[config.mk]
export PLATFORM = sky130hd
export DESIGN_NAME = ripple_circuit_adder
export DESIGN_NICKNAME = d
export VERILOG_FILES = /design/src/rtl/ripple_circuit_adder.sv
export SDC_FILE = /design/constraint.sdc
export NUM_CORES = 1
export LEC_CHECK = 0
export ABC_CLOCK_PERIOD_IN_PS = 800
export BUFFER_PORTS_ARGS = -buffer_cell sky130_fd_sc_hd__buf_4
export CORE_AREA = 4 4 41 43
export DETAILED_ROUTE_END_ITERATION = 12
export DIE_AREA = 0 0 45 47
export REMOVE_ABC_BUFFERS = 1
export SYNTH_ARGS = -nofsm -noshare
export SYNTH_HDL_FRONTEND = slang
export SYNTH_SLANG_ARGS = --single-unit
[constraint.sdc]
create_clock -name clk -period 0.8 [get_ports clk]
set_input_delay 0.12 -clock clk [delete_from_list [all_inputs] [get_ports clk]]
set_output_delay 0.12 -clock clk [all_outputs]
set_load 0.05 [all_outputs]
[src/rtl/ripple_circuit_adder.sv]
// Registered WIDTH-bit ripple-carry adder: {cout, sum} = a + b + cin, one cycle latency.
// overflow flags two's-complement overflow (carry into MSB xor carry out of MSB).
module ripple_circuit_adder #(
    parameter int WIDTH = 4
) (
    input  logic             clk,
    input  logic             rst,
    input  logic [WIDTH-1:0] a,
    input  logic [WIDTH-1:0] b,
    input  logic             cin,
    output logic [WIDTH-1:0] sum,
    output logic             cout,
    output logic             overflow
);

    logic [WIDTH:0]   carry;
    logic [WIDTH-1:0] stage_sum;

    logic [WIDTH-1:0] sum_d,  sum_q;
    logic             cout_d, cout_q;
    logic             ovf_d,  ovf_q;

    assign carry[0] = cin;

    // One full adder per bit; carries ripple strictly LSB to MSB.
    for (genvar i = 0; i < WIDTH; i++) begin : g_fa
        assign stage_sum[i] = a[i] ^ b[i] ^ carry[i];
        assign carry[i+1]   = (a[i] & b[i]) | (a[i] & carry[i]) | (b[i] & carry[i]);
    end

    always_comb begin
        sum_d  = stage_sum;
        cout_d = carry[WIDTH];
        ovf_d  = carry[WIDTH-1] ^ carry[WIDTH];
    end

    always_ff @(posedge clk or posedge rst) begin
        if (rst) begin
            sum_q  <= '0;
            cout_q <= 1'b0;
            ovf_q  <= 1'b0;
        end else begin
            sum_q  <= sum_d;
            cout_q <= cout_d;
            ovf_q  <= ovf_d;
        end
    end

    assign sum      = sum_q;
    assign cout     = cout_q;
    assign overflow = ovf_q;

endmodule

# Word-level counts from Yosys, hierarchy flattened
# Cells that the tools add are included.
[totals]
output_inout_bits = 6
romBits = 0
mem_count = 0
latchBits = 0
ram_bits = 0
in_bits = 11
ff_bits = 6
wordCells = 32
[classes]
magnitude_cmp = 0
mul = 0
bitwise = 29
muxes = 0
n_addsub = 0
n_shift = 0
reduce_logical = 0
eq_ne = 0
n_div = 0
[ops]
columns = ["operator", "count"]
rows = [
  ["1-bit bitwise AND", 12],
  ["1-bit XOR", 9],
  ["1-bit OR", 8],
]

# Depth between registers and ports, before layout
[depth]
word_depth = 13
ltp_mapped = 8
mapped_depth_nobuf = 8

# Worst setup path after synthesis
# No wires, ideal clock.
[synth_path]
path_kind = "in2reg"
from = "input port a[0]"
to = "register sum_q[3], in the netlist sum[3]"
cell_stages = 8
setup_ns = 0.064
n_path_buf = 0
arrival_ns = 1.664
setup_slack_ns = -0.928
t_required_ns = 0.736
path_cell_list = "inv_1 > fa_1 > inv_1 > fa_1 > fa_1 > inv_1 > fa_1 > inv_1"
[synth_between]
elab_chain_len = 10
elab_cells_between_ends = 13
classes_between = "bitwise: 13"
[synth_rtl]
columns = ["item", "line_no", "rtl"]
rows = [
  ["start: declaration", "8", "input logic [WIDTH-1:0] a,"],
  ["1-bit bitwise AND", "28", "assign carry[i+1] = (a[i] & b[i]) | (a[i] & carry[i]) | (b[i] & carry[i]);"],
  ["1-bit OR * (2 in series)", "28", ""],
  ["1-bit bitwise AND", "28", ""],
  ["1-bit OR", "28", ""],
  ["1-bit OR *", "28", ""],
  ["1-bit bitwise AND", "28", ""],
  ["1-bit OR", "28", ""],
  ["1-bit OR *", "28", ""],
  ["1-bit XOR *", "27", "assign stage_sum[i] = a[i] ^ b[i] ^ carry[i];"],
  ["named net stage_sum[3]", "17", "logic [WIDTH-1:0] stage_sum;"],
  ["end signal: assignment", "43", "sum_q <= sum_d;"],
  ["end: declaration", "19", "logic [WIDTH-1:0] sum_d, sum_q;"],
]
# The timed path passes the listed nets; every way through them passes the cells marked *.

# Worst setup path in the final report
# Same ends and word-level chain as after synthesis.

==> results.toml <==
[global_route]
grt_antenna_before_repair = 0
grt_max_degree = 7
grt_pass1_wl_um = 862
grt_overflow = 0
grt_pass1_vias = 234
grt.total_usage = 0.0658

[clock_tree]
clkSinkCount = 6
clkSlewWorstSetupHoldPaths_ps = 40
cts_tree = "done"
clk_path_buf_depth = 2
cts_root_buf = "clkbuf_4"
numCtsBuffers = 3
cts_max_level = 1

[die]
die_width_um = 45
rows = 13
initial_core_util = 0.215
die_area_um2 = 2120
core_um2 = 1300
die_height_um = 47
io_pins = 17

[timing]
rsz0062_at_grt = "true"
fin_crit_sh = 1.92
hold_slack_ps = 183
finalHoldViolations = 0
finalSetupViolCount = 11
max-slew-margin-rel = 0.860
worst_slew_pin_slew_ps = 210
fin_ws_ps = -740
drv_slew = 0
max_freq_mhz = 649
fin_crit_ps = 1540

[setup_path]
endpoint = "sum[3]$_DFF_PP0_"
critPathLaunch = "a[0]"
cp.arrival_ps = 1720
path_class = "in -> reg"
crit_fanout = 2
end_kind = "flop"
cp.required_ps = 980
start_kind = "primary input"

[detailed_routing]
finalWirelength_um = 525
drt-initial-drc-count = 2
via_count = 210
via_per_inst = 3.50
drc = 0
wl_per_cell_um = 8.75
ant_nets = 0
dr.pass1.iters = 2

[layout]
area_growth_pct = 91.1
final_util = 0.412
regArea_um2 = 150
nNetsFinal = 62
layout-drive-gt1-share = 0.756
stdcell_count = 60
multi_input_area_um2 = 106
fill_cells = 131
antenna_cells = 0

[placement]
io_buffers = 16
place.gp.congestion = 0.612
dp_slack_ps = -1090
placed_cells = 54
dp_hpwl_um = 415

[hold_path]
worstHoldStart = "b[2]"
hold_path_class = "in -> reg"

[synth]
yosysSeqAreaShare = 0.536
synth_top_area_cell = "dfrtp_1"
yosys_warnings = 0
synth_top_cells_by_area = "dfrtp_1 (54%), fa_1 (29%), inv_1 (15%)"
syn_avg_cell_area_um2 = 12.7
synth.top_cell.area_share = 0.536
syn_area_um2 = 280
ys_seq_elements = 6
ys_types = 4
synth_cells = 22

[pwr]
power.density_nw_per_um2 = 2110
p_leak_nw = 0.278
p_comb_frac = 0.429
peakVddDrop_v = 0.000626
power.internal_uw = 733
switchingPower_uw = 398
seq_power_share = 0.335
netSwitchingFraction = 0.352
clkPwrFrac = 0.236

[job]
drv_cap = 0

[status]
status = "finished, violations left"
violations = "negative setup slack"
-- power by group through the flow --
| stage | Combinational [mW] | Sequential, mW | Clock [mW] |
|---|---|---|---|
| 5_1_grt | 0.517 | 0.384 | 0.293 |
| 3_3_place_gp | 0.393 | 0.373 | 0 |
| 2_1_floorplan | 0.0619 | 0.559 | 0 |
| 4_1_cts | 0.487 | 0.379 | 0.278 |
| 3_5_place_dp | 0.398 | 0.373 | 0 |
| 6_report | 0.485 | 0.379 | 0.267 |
-- routing by layer --
layer / routed length, µm / global-route usage / part of all wire
met5: 0 / 0 / 0
met4: 8 / 0.0877 / 0.015
met3: 78 / 0.0383 / 0.15
met2: 222 / 0.0876 / 0.42
met1: 215 / 0.0618 / 0.41
-- sequential cells by signal, indices dropped and copies added, names as in the netlist --
name / flops
sum: 4
cout: 1
overflow: 1
-- worst min path at each step --
stage | to | slack [ps] | depth (start not counted)
final | sum[2]$_DFF_PP0_ | 180 | 2
after floorplan | cout$_DFF_PP0_ | -90 | 1
after global placement | sum[0]$_DFF_PP0_ | 40 | 2
after global routing | sum[1]$_DFF_PP0_ | 190 | 2
after detailed placement | sum[1]$_DFF_PP0_ | 50 | 2
after CTS | sum[2]$_DFF_PP0_ | 180 | 2
-- Yosys cell counts --
| master | number |
|---|---|
| inv_1 | 11 |
| xnor2_1 | 1 |
| fa_1 | 4 |
| dfrtp_1 | 6 |
-- kinds of logic (layout without fill, tap and decap cells) --
kind of cell / count (synthesis) / in the layout / synth area share
fa+ha+maj: 4 / 4 / 0.286
buf+inv: 11 / 34 / 0.147
flops: 6 / 6 / 0.536
xor+xnor: 1 / 1 / 0.0313
-- final cells by class --
| cell class | instances | area share |
|---|---|---|
| Timing Repair Buffer | 20 | 0.362 |
| Sequential cell | 6 | 0.280 |
| Multi-Input combinational cell | 5 | 0.199 |
| Inverter | 11 | 0.0818 |
| Clock buffer | 3 | 0.0421 |
| Tap cell | 15 | 0.0350 |
-- placed cells by master, fill, tap and decap left out, drive strengths merged --
cell and instances:
dfrtp 6, inv 11, xnor2 1, fa 4
buf 19, clkbuf 3, dlygate4sd3 1
-- worst max-delay path, stage by stage --
cell	delay, ps
buf_6	90
inv_4	40
fa_2	190
inv_2	40
fa_2	330
fa_2	360
inv_2	60
fa_2	430
inv_2	60
-- repair_timing --
action                                  in CTS  in global routing
pin swaps                                    1                  0
resized for setup                           23                  2
setup buffers                                3                  1
hold buffers                                 1                  0
hold endpoints to repair                     6                  0
endpoints found under the setup margin      11                 11
-- through the flow --
stage,power [mW],TNS (ps),cell area [µm²]
finish,1.13,-2980,536
global route,1.19,-3310,536
CTS,1.14,-2990,539
detailed placement,0.771,-4280,427
global placement,0.766,-4190,427
floorplan,0.621,-3430,280
No activity file was read; power rests on OpenSTA's default activity.
